$ cat src/rtl/wheel_turn_scheduler.sv
// Wheel turn scheduler: round-robin turn arbitration, spin sequencing for one
// external 4-bit score counter, per-player score totals and winner selection.

module wheel_player_slot #(
    parameter int ROUNDS  = 3,
    parameter int TOTAL_W = 8
) (
    input  logic               clk,
    input  logic               reset,
    input  logic               clr,
    input  logic               upd,
    input  logic [3:0]         score,
    output logic [TOTAL_W-1:0] total,
    output logic               finished
);
    logic [3:0]       turns;
    logic [TOTAL_W:0] sum;

    // One extra bit catches the carry so the total saturates instead of wrapping.
    assign sum      = {1'b0, total} + (TOTAL_W+1)'(score);
    assign finished = (turns == 4'(ROUNDS));

    always_ff @(posedge clk or negedge reset) begin
        if (!reset) begin
            total <= '0;
            turns <= '0;
        end else if (clr) begin
            total <= '0;
            turns <= '0;
        end else if (upd) begin
            total <= sum[TOTAL_W] ? '1 : sum[TOTAL_W-1:0];
            turns <= turns + 4'd1;
        end
    end
endmodule

module wheel_turn_scheduler #(
    parameter int         PLAYERS     = 2,
    parameter int         ROUNDS      = 3,
    parameter int         SPIN_CYCLES = 8,
    parameter logic [7:0] SEED        = 8'h01,
    parameter int         TOTAL_W     = 8
) (
    input  logic               clk,
    input  logic               reset,
    input  logic               start,
    input  logic               abort,
    input  logic [PLAYERS-1:0] req,
    output logic [PLAYERS-1:0] grant,
    output logic               cnt_reset,
    output logic               cnt_enable,
    output logic               cnt_bit,
    input  logic [3:0]         cnt_score,
    output logic               busy,
    output logic               done,
    output logic [1:0]         winner,
    output logic [TOTAL_W-1:0] winner_score
);
    typedef enum logic [2:0] {IDLE, ARB, CLEAR, SPIN, SETTLE, DONE} state_t;

    state_t                          state, state_nxt;
    logic [7:0]                      lfsr, spin_cnt;
    logic [1:0]                      ptr, pick, best_idx;
    logic                            pick_vld, all_finished, new_game;
    logic [PLAYERS-1:0]              finished, eligible, rot;
    logic [PLAYERS-1:0][TOTAL_W-1:0] totals;
    logic [TOTAL_W-1:0]              best_val;
    logic [2:0]                      idx;

    assign eligible     = req & ~finished;
    assign all_finished = &finished;
    assign new_game     = start && !abort && (state == IDLE || state == DONE);

    for (genvar i = 0; i < PLAYERS; i++) begin : g_slot
        wheel_player_slot #(.ROUNDS(ROUNDS), .TOTAL_W(TOTAL_W)) u_slot (
            .clk      (clk),
            .reset    (reset),
            .clr      (new_game),
            .upd      (state == SETTLE && grant[i] && !abort),
            .score    (cnt_score),
            .total    (totals[i]),
            .finished (finished[i])
        );
    end

    // rot[k] is the eligibility of player (ptr+k) mod PLAYERS; lowest k wins.
    always_comb begin
        pick_vld = 1'b0;
        pick     = '0;
        idx      = '0;
        rot      = PLAYERS'({eligible, eligible} >> ptr);
        for (int k = PLAYERS-1; k >= 0; k--) begin
            if (rot[k]) begin
                pick_vld = 1'b1;
                idx      = {1'b0, ptr} + 3'(k);
                if (idx >= 3'(PLAYERS)) idx = idx - 3'(PLAYERS);
                pick     = idx[1:0];
            end
        end
    end

    // Strict compare keeps the lowest index on ties.
    always_comb begin
        best_idx = '0;
        best_val = totals[0];
        for (int i = 1; i < PLAYERS; i++) begin
            if (totals[i] > best_val) begin
                best_val = totals[i];
                best_idx = 2'(i);
            end
        end
    end

    always_comb begin
        state_nxt = state;
        case (state)
            IDLE:    if (start) state_nxt = ARB;
            ARB:     if (all_finished) state_nxt = DONE;
                     else if (pick_vld) state_nxt = CLEAR;
            CLEAR:   state_nxt = SPIN;
            SPIN:    if (spin_cnt == 8'(SPIN_CYCLES-1)) state_nxt = SETTLE;
            SETTLE:  state_nxt = ARB;
            DONE:    if (start) state_nxt = ARB;
            default: state_nxt = IDLE;
        endcase
        if (abort) state_nxt = IDLE;
    end

    always_ff @(posedge clk or negedge reset) begin
        if (!reset) begin
            state        <= IDLE;
            grant        <= '0;
            ptr          <= '0;
            lfsr         <= SEED;
            spin_cnt     <= '0;
            winner       <= '0;
            winner_score <= '0;
        end else begin
            state    <= state_nxt;
            spin_cnt <= (state == SPIN) ? spin_cnt + 8'd1 : '0;
            if (state == SPIN)
                lfsr <= {lfsr[6:0], lfsr[7] ^ lfsr[5] ^ lfsr[4] ^ lfsr[3]};
            if (abort || state == SETTLE) begin
                grant <= '0;
            end else if (state == ARB && !all_finished && pick_vld) begin
                grant <= {{(PLAYERS-1){1'b0}}, 1'b1} << pick;
                ptr   <= (pick == 2'(PLAYERS-1)) ? 2'd0 : pick + 2'd1;
            end
            if (new_game) begin
                winner       <= '0;
                winner_score <= '0;
            end else if (state == ARB && all_finished && !abort) begin
                winner       <= best_idx;
                winner_score <= best_val;
            end
        end
    end

    assign busy       = state inside {ARB, CLEAR, SPIN, SETTLE};
    assign done       = (state == DONE);
    assign cnt_reset  = (state == CLEAR);
    assign cnt_enable = (state == SPIN);
    assign cnt_bit    = (state == SPIN) && lfsr[7];
endmodule

$ cat config.mk
export PLATFORM = sky130hd
export DESIGN_NAME = wheel_turn_scheduler
export DESIGN_NICKNAME = d
export VERILOG_FILES = /design/src/rtl/wheel_turn_scheduler.sv
export SDC_FILE = /design/constraint.sdc
export NUM_CORES = 1
export LEC_CHECK = 0
export BUFFER_PORTS_ARGS = -buffer_cell sky130_fd_sc_hd__buf_2
export CAP_MARGIN = 20
export CORE_UTILIZATION = 26
export DETAILED_ROUTE_END_ITERATION = 8
export HOLD_SLACK_MARGIN = 0.03
export PLACE_DENSITY = 0.38
export REMOVE_ABC_BUFFERS = 1
export SKIP_LAST_GASP = 1
export SLEW_MARGIN = 20
export SYNTH_ARGS = -nofsm -noshare
export SYNTH_HDL_FRONTEND = slang
export SYNTH_SLANG_ARGS = --single-unit
$ cat constraint.sdc
create_clock -name clk -period 2.5 [get_ports clk]
set_clock_uncertainty 0.15 [all_clocks]
set_input_delay 0 -clock clk [delete_from_list [all_inputs] [get_ports clk]]
set_output_delay 0 -clock clk [all_outputs]
set_load 0.02 [all_outputs]
After elaboration in Yosys (flattened, before gate mapping):

Index checks and enable logic that the tools add are counted.

* input bits: 10
* output and inout port bits: 17
* register bits: 57

* multiplexer cells: 32
* reduce and logical (&&, ||, !) cells: 25
* order comparisons: 3
* $add $sub $neg: 9
* equality and inequality tests: 12
* shift operators: 2
* bitwise operators: 6

Operators with widths (number)
* $mux 8: 10
* $add 8x4->9: 2
* $mux 2: 9
* $mux 4: 4
* $mux 3: 5
* $pmux 3 s5: 1
* $logic_and 1x1->1: 11
* $add 4x1->4 const B: 2
* $add 8x1->8 const B: 1
* $eq 4x2->1 const B: 2
* $eq 8x3->1 const B: 1
* $gt 8x8->1: 1
* $reduce_bool 2->1: 4
* $eq 3x2->1 const B: 2
* $eq 3x3->1 const B: 2
* $ne 4x4->1 const B: 1
* $reduce_and 2->1: 2
* $reduce_bool 4->1: 1
* $shr 4x2->2: 1
* $sub 2x2->2 const B: 2
* $add 2x1->3 const B: 1
* $eq 3x1->1 const B: 1
* $ge 3x2->1 const B: 1
* $logic_not 3->1: 1
* other kinds (15): 21

Logic depth before layout (Yosys ltp):

* depth after elaboration: 10
* mapped depth: 9
* gate-level depth less buffers: 7

Cells and area by module:

From an unflattened synthesis, not the netlist that was laid out.

* cell total of the unflattened synthesis: 329
* area total of the unflattened synthesis: 3228.1 µm²

Modules (own cells, without submodules)
* wheel_turn_scheduler: cells each 193, times used 1, sequential area each 802.0 µm², area each 1851.8 µm²
* wheel_player_slot: cells each 68, times used 2, sequential area each 300.3 µm², area each 688.2 µm²

Least setup slack after synthesis:

No wires, ideal clock.

* path type: reg-to-reg
* start: reg g_slot[0].u_slot.total[6]
* end: reg winner_score[7]
* data arrival time: 1952 ps
* cell stages (with the launch flop): 10
* required time: 2262 ps
* path slack: 310 ps
* library setup time: 88 ps
* clock period less this slack: 2190 ps
* cells stage by stage: dfrtp_1 -> clkbuf_1 -> inv_1 -> ha_1 -> o21ai_0 -> o21ai_1 -> and3b_1 -> clkbuf_1 -> nand2_1 -> a41oi_1

* word-level cells in the longest chain between the ends: 4

RTL lines
* from (decl): RTL line 13 `output logic [TOTAL_W-1:0] total,`
* from (signal assigned): RTL line 31 `total <= sum[TOTAL_W] ? '1 : sum[TOTAL_W-1:0];`
* $gt 8x8->1: RTL line 107 `if (totals[i] > best_val) begin`
* $mux 8: RTL line 107
* $mux 8: RTL line 152 `end else if (state == ARB && all_finished && !abort) begin`
* $mux 8: RTL line 149 `if (new_game) begin`
* to (signal assigned): RTL line 154 `winner_score <= best_val;`
* to (decl): RTL line 57 `output logic [TOTAL_W-1:0] winner_score`

Every way passes these cells. The select of a mux whose other input is x is not followed.
A chain may end at the register's enable or synchronous reset.

Worst setup path after layout:

* start: reg g_slot[1].u_slot.turns[0]
* end: reg ptr[0]

* word-level cells in the longest chain between the ends: 8
* elaborated cells on any way between the ends: 16

RTL lines
* from (decl): RTL line 16 `logic [3:0] turns;`
* from (signal assigned): RTL line 32 `turns <= turns + 4'd1;`
* $eq 4x2->1 (*): RTL line 21 `assign finished = (turns == 4'(ROUNDS));`
* $not 2->2: RTL line 70 `assign eligible = req & ~finished;`
* $and 2x2->2: RTL line 70
* $shr 4x2->2: RTL line 91 `rot = PLAYERS'({eligible, eligible} >> ptr);`
* $mux 2 / $mux 1 (equally long branches) (2 in a row): RTL line 93 `if (rot[k]) begin`
* $add 2x1->2, or another cell as far along: RTL line 147 `ptr <= (pick == 2'(PLAYERS-1)) ? 2'd0 : pick + 2'd1;`
* $mux 2 / $reduce_and 2->1 (equally long branches)
* to (signal assigned): RTL line 147
* to (decl): RTL line 63 `logic [1:0] ptr, pick, best_idx;`

Every way passes the cells marked *; elsewhere a longest branch is shown, timed or not.

==> results.json <==
{
  "post-route-drc-count": 0,
  "rows": 40,
  "drv_cap": 0,
  "wirelength_mm": 8.51,
  "crit_fanout": 4,
  "power_frac_comb_pct": 21.9,
  "route.antenna.remaining_nets": 0,
  "synth_ff_type": "dfrtp_1",
  "ys_seq_area_share_pct": 42.2,
  "diodes": 0,
  "hold_viol": 0,
  "antenna_found_initial": 0,
  "max_stage_delay_ps": 420,
  "synth_edf_count": 0,
  "die_w_um": 115,
  "intPower_mw": 1.67,
  "path_clk_slew_ps": 80,
  "critPathCaptureType": "flip-flop",
  "ys_ff_latch": 56,
  "hp-class": "primary input to flip-flop",
  "final_common_cell": "dfrtp_1",
  "ys_types": 56,
  "critPathRequiredTime_ps": 2540,
  "grt_max_degree": 30,
  "port_buffers": 25,
  "outcome": "finished, final reports clean",
  "grt.total_usage_pct": 14.3,
  "p_seq_share_pct": 43.2,
  "max-slew-margin-rel_pct": 51.0,
  "core_sq_um": 12300,
  "cellPowerDensity_nw_per_um2": 608,
  "die_h_um": 115,
  "cp.arrival_ps": 2340,
  "cts_made_buffers": 5,
  "worst_ir_drop_vdd_v": 0.000254,
  "max_freq_ghz": 0.435,
  "netlist_instances": 363,
  "rsz0062_at_grt": "false",
  "final_cell_mix": "55 x dfrtp_1, 54 x nand2_1, 34 x a21oi_1, 26 x nor2_1, 25 x buf_2",
  "post-route-period-util_pct": 91.9,
  "dp_hpwl_mm": 6.26,
  "p_clk_share_pct": 34.9,
  "worstPathCellList": "ha_1, nor3b_1, buf_4, a21oi_1, nand3b_1, nor2_1, mux2_1",
  "crit_slowest_cell": "dfrtp_1",
  "gp_congestion": 0.743,
  "wire_per_inst_um": 14.8,
  "io_pins": 27,
  "vias": 2777,
  "drive_gt1_share_pct": 17.2,
  "grt_pass1_vias": 2745,
  "min_period_ps": 2300,
  "clkSinkCount": 56,
  "via_per_inst": 4.82,
  "drtPass1Iterations": 4,
  "cts_tree": "done",
  "grt_pass1_wl_mm": 14.5,
  "p_leak_nw": 1.84,
  "synthArstFlopShare_pct": 100,
  "clock_path_buffers": 2,
  "finalMaxSlewViolations": 0,
  "worstSkewPairLatency_ps": 300,
  "syn_to_final_growth_pct": 20.3,
  "grt-ovfl-total": 0,
  "dr.first_iter.drc_count": 163,
  "p_switching_mw": 0.756,
  "dieArea_sq_um": 13200,
  "cts-root-buf": "clkbuf_16",
  "post-cts-setup-buffers": 0,
  "start_kind": "flip-flop",
  "syn_area_per_cell_sq_um": 9.16,
  "tightest_slew_ps": 735,
  "path_class": "flip-flop to flip-flop",
  "hold_ws_ps": 37.6,
  "cts_max_level": 2,
  "setup_viol_count_final": 0,
  "nNetsFinal": 438,
  "place_ws_ps": 206,
  "start_util_pct": 27.1,
  "post_cts_resized": 0,
  "netSwitchingFraction_pct": 31.1,
  "yosys_warnings": 0,
  "syn-cell-area_sq_um": 3330,
  "timing.final.ws_setup_ps": 203
}
-- metrics by stage --
step	setup TNS (ps)	util (%)	instances	instance area (sq um)	power, mW
global route	0	32.6	576	4000	2.56
floorplan	-40.0	-	346	3250	1.40
global placement	0	30.9	564	3790	1.61
CTS	0	32.6	576	4000	2.47
finish	0	32.6	576	4000	2.43
detailed placement	0	30.9	564	3790	1.61
-- power groups by stage --
stage	clock [mW]	sequential, mW	combinational, mW
after detailed placement	0	1.07	0.536
after CTS	0.873	1.05	0.542
after floorplan	0	1.06	0.345
final	0.848	1.05	0.533
after global routing	0.902	1.06	0.596
after global placement	0	1.07	0.537
-- Yosys cell counts, drive strengths merged (5+ instances only) --
master	n	share of area, %
dfrtp	55	41
nand2	54	6.1
a21oi	34	5.1
nor2	26	2.9
nand3	23	3.5
ha	19	7.1
inv	14	1.6
clkbuf	10	1.1
xnor2	10	2.6
a41oi	8	2.1
o221ai	8	2.1
xor2	8	2.1
buf	7	1.1
o21ai	7	1.1
and3	6	1.2
a21o	5	1.1
and2	5	0.94
nand4	5	0.94
-- critical path, delay by kind of cell, from the launching register on --
kind / cells / cell delay (ps)
AO/OA/AOI/OAI: 1 / 340
flip-flops: 1 / 420
AND/OR/NAND/NOR: 3 / 560
buffers and inverters: 1 / 140
multiplexers: 1 / 340
adder cells (fa/ha/maj): 1 / 230
-- flip-flops by register name (all words and copies together), names as in the netlist --
signal and count:
winner 1, ptr 2, state 3, grant 2
g_slot.u_slot.turns 8, winner_score 8, spin_cnt 8, g_slot.u_slot.total 16
lfsr 8
-- cell type report --
class	count	area [sq um]
multi-input combinational	276	1800
fill	1298	8260
sequential	56	1400
clock inverter	3	46.3
timing repair buffer	54	365
clock buffer	5	125
inverter	14	52.6
tap	168	210
-- what timing repair did --
action	CTS	global route
setup endpoints to repair	0	0
hold buffers	4	0
endpoints found under the hold margin	35	0
-- worst paths after layout --
check | from | endpoint | slack (ps) | cells past startpoint
max | g_slot[1].u_slot.turns[0] | ptr[0] | 200 | 7
min | cnt_score[1] | g_slot[0].u_slot.total[1] | 40 | 3
max reg2reg | g_slot[1].u_slot.turns[0] | ptr[0] | 200 | 7
min reg2reg | spin_cnt[0] | spin_cnt[0] | 310 | 1
max in group asynchronous | reset | lfsr[0] | 1380 | 3
min in group asynchronous | reset | winner_score[3] | 140 | 2
-- routing by layer --
metal	part of all wire, %	wire length, um	track usage [%]	up-vias
met5	0	0	0	-
met4	1.2	104	4.33	0
met3	4.2	359	2.53	7
met2	44	3760	21.9	44
met1	50	4290	20.4	1339
li1	-	-	-	1387
-- cells by family (layout without fill, tap and decap cells) --
group                    Yosys count  count (layout)  synth area share (%)
multiplexers                       6               6                  2.03
AND/OR/NAND/NOR                  143             143                  20.5
flip-flops                        56              56                  42.2
buffers and inverters             31              76                  3.76
adder cells (fa/ha/maj)           21              21                  8.35
AO/OA/AOI/OAI                     87              87                  18.3
other                              1               1                 0.113
XOR/XNOR                          18              18                  4.74
(Power assumes the default switching activity.)
